## src/rtl/weight_skew_feeder_pkg.sv

```systemverilog
// rtl/weight_skew_feeder_pkg.sv - shared array configuration, feeder FSM states and weight word type
package weight_skew_feeder_pkg;

    localparam int sys_cols   = 4;
    localparam int W_BITWIDTH = 8;

    typedef enum logic [1:0] {
        IDLE,
        STREAM,
        DRAIN
    } wsf_state_t;

    typedef logic [W_BITWIDTH-1:0] weight_t;

    // Index width that stays legal for a single-entry range.
    function automatic int clog2_min1(input int n);
        return (n > 1) ? $clog2(n) : 1;
    endfunction

endpackage

```

## src/rtl/weight_skew_feeder_col_bank.sv

```systemverilog
// rtl/weight_skew_feeder_col_bank.sv - one column's weight RAM: 1W1R, read-first, registered read
module wsf_col_bank #(
    parameter  int DEPTH = 64,
    parameter  int W_BW  = 8,
    localparam int AW    = $clog2(DEPTH)
) (
    input  logic            clk,
    input  logic            rstn,
    input  logic            we_i,
    input  logic [AW-1:0]   waddr_i,
    input  logic [W_BW-1:0] wdata_i,
    input  logic            re_i,
    input  logic [AW-1:0]   raddr_i,
    output logic [W_BW-1:0] rdata_o
);

    logic [W_BW-1:0] mem_q [DEPTH];
    logic [W_BW-1:0] rdata_q;

    // Contents survive reset; only the read register is cleared.
    always_ff @(posedge clk) begin
        if (we_i) begin
            mem_q[waddr_i] <= wdata_i;
        end
    end

    always_ff @(posedge clk) begin
        if (!rstn) begin
            rdata_q <= '0;
        end else if (re_i) begin
            rdata_q <= mem_q[raddr_i];
        end
    end

    assign rdata_o = rdata_q;

endmodule

```

## src/rtl/weight_skew_feeder.sv

```systemverilog
// rtl/weight_skew_feeder.sv - RAM-loaded, diagonally skewed weight feeder for the systolic array top edge
// Optional WSF_ZERO_GATE_EN: drive zero weights on columns whose valid is low.
module weight_skew_feeder
    import weight_skew_feeder_pkg::*;
#(
    parameter  int N_COLS = sys_cols,
    parameter  int W_BW   = W_BITWIDTH,
    parameter  int DEPTH  = 64,
    localparam int AW     = $clog2(DEPTH),
    localparam int CW     = clog2_min1(N_COLS)
) (
    input  logic                   clk,
    input  logic                   rstn,
    input  logic                   wr_en,
    input  logic [CW-1:0]          wr_col,
    input  logic [AW-1:0]          wr_addr,
    input  logic [W_BW-1:0]        wr_data,
    input  logic                   start,
    input  logic [AW-1:0]          rd_base,
    input  logic [AW:0]            len,
    output logic                   busy,
    output logic                   done,
    output logic [N_COLS-1:0]      o_valid,
    output logic [N_COLS*W_BW-1:0] o_data
);

    wsf_state_t      state_q, state_d;
    logic [AW-1:0]   base_q, base_d;
    logic [AW:0]     len_q, len_d;
    logic [AW:0]     row_cnt_q, row_cnt_d;
    logic [AW:0]     len_eff;
    logic [CW-1:0]   drain_cnt_q, drain_cnt_d;
    logic            busy_q, busy_d;
    logic            done_q, done_d;
    logic            zero_pend_q, zero_pend_d;

    logic            issue_en;
    logic [AW-1:0]   issue_addr;
    logic [N_COLS-1:0] iss_en_q;
    logic [AW-1:0]   iss_addr_q [N_COLS];
    logic [N_COLS-1:0] val_q;
    logic [W_BW-1:0] col_rdata [N_COLS];

    assign len_eff = (len > (AW+1)'(DEPTH)) ? (AW+1)'(DEPTH) : len;

    always_ff @(posedge clk) begin
        if (!rstn) begin
            state_q     <= IDLE;
            base_q      <= '0;
            len_q       <= '0;
            row_cnt_q   <= '0;
            drain_cnt_q <= '0;
            busy_q      <= 1'b0;
            done_q      <= 1'b0;
            zero_pend_q <= 1'b0;
        end else begin
            state_q     <= state_d;
            base_q      <= base_d;
            len_q       <= len_d;
            row_cnt_q   <= row_cnt_d;
            drain_cnt_q <= drain_cnt_d;
            busy_q      <= busy_d;
            done_q      <= done_d;
            zero_pend_q <= zero_pend_d;
        end
    end

    always_comb begin
        state_d     = state_q;
        base_d      = base_q;
        len_d       = len_q;
        row_cnt_d   = row_cnt_q;
        drain_cnt_d = drain_cnt_q;
        busy_d      = busy_q;
        done_d      = 1'b0;
        zero_pend_d = zero_pend_q;
        issue_en    = 1'b0;
        issue_addr  = base_q + row_cnt_q[AW-1:0];

        case (state_q)
            IDLE: begin
                // An empty tile stays in IDLE but still owes one busy cycle and a done pulse.
                if (zero_pend_q) begin
                    done_d      = 1'b1;
                    busy_d      = 1'b0;
                    zero_pend_d = 1'b0;
                end else if (start) begin
                    base_d    = rd_base;
                    len_d     = len_eff;
                    row_cnt_d = '0;
                    busy_d    = 1'b1;
                    if (len_eff == '0) begin
                        zero_pend_d = 1'b1;
                    end else begin
                        state_d = STREAM;
                    end
                end
            end
            STREAM: begin
                issue_en  = 1'b1;
                row_cnt_d = row_cnt_q + (AW+1)'(1);
                if (row_cnt_q == len_q - (AW+1)'(1)) begin
                    state_d     = DRAIN;
                    drain_cnt_d = '0;
                end
            end
            DRAIN: begin
                drain_cnt_d = drain_cnt_q + CW'(1);
                if (drain_cnt_q == CW'(N_COLS - 1)) begin
                    done_d      = 1'b1;
                    busy_d      = 1'b0;
                    drain_cnt_d = '0;
                    state_d     = IDLE;
                end
            end
            default: begin
                state_d = IDLE;
            end
        endcase
    end

    // Stage j of this chain is column j's read request, giving the diagonal skew.
    always_ff @(posedge clk) begin
        if (!rstn) begin
            iss_en_q <= '0;
            val_q    <= '0;
            for (int j = 0; j < N_COLS; j++) begin
                iss_addr_q[j] <= '0;
            end
        end else begin
            iss_en_q[0]   <= issue_en;
            iss_addr_q[0] <= issue_addr;
            for (int j = 1; j < N_COLS; j++) begin
                iss_en_q[j]   <= iss_en_q[j-1];
                iss_addr_q[j] <= iss_addr_q[j-1];
            end
            val_q <= iss_en_q;
        end
    end

    for (genvar j = 0; j < N_COLS; j++) begin : g_col
        wsf_col_bank #(
            .DEPTH (DEPTH),
            .W_BW  (W_BW)
        ) u_bank (
            .clk     (clk),
            .rstn    (rstn),
            .we_i    (wr_en && (wr_col == CW'(j))),
            .waddr_i (wr_addr),
            .wdata_i (wr_data),
            .re_i    (iss_en_q[j]),
            .raddr_i (iss_addr_q[j]),
            .rdata_o (col_rdata[j])
        );
`ifdef WSF_ZERO_GATE_EN
        assign o_data[j*W_BW +: W_BW] = val_q[j] ? col_rdata[j] : '0;
`else
        assign o_data[j*W_BW +: W_BW] = col_rdata[j];
`endif
    end

    assign busy    = busy_q;
    assign done    = done_q;
    assign o_valid = val_q;

endmodule
```

## config.mk

```make
export PLATFORM = sky130hd
export DESIGN_NAME = weight_skew_feeder
export DESIGN_NICKNAME = d
export VERILOG_FILES = /design/src/rtl/weight_skew_feeder_pkg.sv /design/src/rtl/weight_skew_feeder_col_bank.sv /design/src/rtl/weight_skew_feeder.sv
export SDC_FILE = /design/constraint.sdc
export NUM_CORES = 2
export LEC_CHECK = 0
export CORE_MARGIN = 3
export CORE_UTILIZATION = 38
export DETAILED_ROUTE_END_ITERATION = 10
export PLACE_DENSITY = 0.53
export SYNTH_ARGS = -nofsm -noshare
export SYNTH_HDL_FRONTEND = slang
export SYNTH_HIERARCHICAL = 1
export SYNTH_SLANG_ARGS = --single-unit
```

## constraint.sdc

```tcl
create_clock -name clk -period 4.5 [get_ports clk]
set_clock_uncertainty 0.15 [all_clocks]
set_input_delay 0.45 -clock clk [delete_from_list [all_inputs] [get_ports clk]]
set_output_delay 0.45 -clock clk [all_outputs]
set_load 0.005 [all_outputs]
```

==> out/metrics.yaml <==
die:
  die_y_um: 475
  die_x_um: 475
  dieArea_um2: 226000
  initial_core_util_pct: 38.4
  core-area_um2: 218000
  fp-row-count: 171
  io_pins: 71
layout:
  layout.nets: 4728
  drive_gt1_share_pct: 19.6
  fillers: 18700
  final_util_pct: 44.0
  syn_to_final_growth_pct: 14.6
clocking:
  cts.sink_count: 2136
  cts_setup_buffers: 0
  htree_num_levels: 4
  clock-root-buffer: "clkbuf_16"
  cts_buffer_depth: 3
  clock_latency_ns: 0.86
  cts_tree: "done"
  cts_made_buffers: 220
  cts.clk_slew.worst_paths_ns: 0.06
global_routing:
  grt_pass1_wl_mm: 299
  gr-usage-all-layers_pct: 18.0
  antenna_found_initial: 9
  grt_pass1_vias: 43100
  gr-total-overflow: 0
  grt_max_degree: 119
logic_synthesis:
  ys_ff_latch: 2136
  synth.most_common_cell: "edfxtp_1"
  synth_area_leaders: "edfxtp_1, mux4_2, mux2i_1, dfxtp_1, a22o_1"
  syn_inst: 4431
  synth_top_area_share_pct: 73.4
  async_flop_share_pct: 0
  synthTopCellsByCount: "edfxtp_1, nor2_1, mux2i_1, mux4_2, a22o_1"
  synth_edf_count: 2048
  synth_area_per_cell_um2: 18.9
  ys.flop_type: "edfxtp_1"
  synth_seq_area_share_pct: 75.6
  synth_nets: 4473
  synthDistinctLibCells: 61
  synth.cell_area_um2: 83700
  yosys_warnings: 6
  synth.largest_area_cell: "edfxtp_1"
critical_path:
  worstSetupPathType: "reg -> reg"
  critPathLaunchType: "flip-flop"
  critical_path_arrival_ns: 4.12
  crit_path_max_fanout: 39
  cp-end-kind: "flip-flop"
  worstPathRequired_ns: 5.10
drt:
  vias_per_cell: 5.46
  ant_nets: 0
  first_pass_iters: 5
  vias: 42200
  drc_errors: 0
  wire_per_inst_um: 26.4
  first_iter_violations: 3727
  drt-total-wl_mm: 204
timing:
  slew_headroom_pct: 11.8
  max_freq_ghz: 0.284
  fin_crit_sh_pct: 78.3
  tns_ns: 0
  period_needed_ns: 3.53
  setup_viol: 0
  tightest_slew_ns: 1.32
  final-max-slew-violation-count: 0
  rsz0062_at_grt: "no"
  hold_violations: 0
placement:
  numPortBuffers: 70
  dp_hpwl_mm: 126
  gp_congestion: 0.813
power_and_ir_drop:
  leakagePower_uw: 0.0291
  powerDensity_nw_per_um2: 434
  vdd_drop_max_mv: 0.410
worst_hold_path:
  hold_path.class: "in -> reg"
status:
  status: "finished clean"
job:
  maxCapViolations: 0
==> cell type report <==
type / count / area, um2 / area share, %
clock buffers: 271 / 5760 / 6.00
diodes: 4 / 10.0 / 0.0104
well taps: 2854 / 3570 / 3.72
multi-input cells: 2018 / 18900 / 19.7
repair buffers: 303 / 2780 / 2.89
inverters: 7 / 26.3 / 0.0274
flip-flops and latches: 2136 / 63300 / 65.9
clock inverters: 143 / 1650 / 1.72
==> layer usage <==
layer | vias to the layer above | GRT usage [%] | part of all wire (%)
li1 | 18700 | - | -
met1 | 22000 | 25.5 | 44
met2 | 1211 | 28.8 | 48
met3 | 270 | 3.21 | 5.9
met4 | 0 | 4.78 | 2.2
met5 | - | 0 | 0
==> logic make-up after synthesis <==
logic type,count (synthesis),share of synthesized area [%]
DFF,2136,75.6
and+or+nand+nor,772,4.81
muxes,642,11.8
AOI/OAI and AO/OA,581,5.62
buffers and inverters,277,1.91
xor gates and xnor gates,14,0.146
adders and majority gates,9,0.143
==> cell usage in the layout, fill, tap and decap left out, drive strengths merged, types with 11 or more instances in the layout <==
master and instances:
nor3 11, mux4 256, a22o 192, mux2 128, nand2b 24, nor2 293, clkbuf 271, nor2b 155
a21boi 17, nand2 69, clkinv 100, o221ai 32, nand3b 50, and2 27, o22ai 64, edfxtp 2048
mux2i 258, dfxtp 88, nand3 30, a211oi 128, clkdlybuf4s50 55, bufinv 26, inv 16, nor4 66
buf 240, a2111oi 128
==> stage by stage <==
stage / instances / area, um2 / setup slack (ns) / hold WS [ns] / power [uW]
after floorplan: 4431 / 83700 / 1.98 / 0.279 / 22900
after global placement: 7310 / 88500 / 0.848 / 0.303 / 23700
after detailed placement: 7310 / 88500 / 0.807 / 0.307 / 23700
after CTS: 7732 / 96000 / 1.02 / 0.0142 / 42100
after global routing: 7734 / 96000 / 0.893 / 0.0304 / 43000
final: 7736 / 96000 / 0.974 / 0.0110 / 41700
==> where the power goes <==
part / switching (uW) / internal [uW] / leakage, uW
Combinational: 913 / 434 / 0.00642
Sequential: 87.7 / 21800 / 0.0191
Clock: 7740 / 10700 / 0.00360
==> flip-flops by register name (all words and copies together) (netlist names), 3 cells and up <==
register / cells
g_col.u_bank/rdata_o: 32
len_q: 7
iss_en_q: 3
iss_addr_q: 24
g_col.u_bank/mem_q: 2048
row_cnt_q: 7
base_q: 6
==> final timing paths <==
kind	from	to	slack, ns	cells past startpoint
worst max-delay path	iss_addr_q[3][0]	g_col[3].u_bank/rdata_o[5]	0.97	5
worst min-delay path	wr_data[1]	g_col[2].u_bank/mem_q[4][1]	0.01	1
worst max register to register	iss_addr_q[3][0]	g_col[3].u_bank/rdata_o[5]	0.97	5
worst min register to register	base_q[2]	base_q[2]	0.31	2
==> worst max-delay path, cell delays in order, from the launching register on <==
cell	delay [ns]
dfxtp_4	0.82
nand2b_1	0.74
o22ai_1	0.26
a2111oi_0	0.97
nor4_1	0.22
o221ai_1	0.23
==> timing repair <==
action                    4_1_cts  5_1_grt
hold endpoints to repair      169        0
resized for setup               0        0
hold buffers                    8        0
Note: power is estimated with default switching activity, not from simulation.
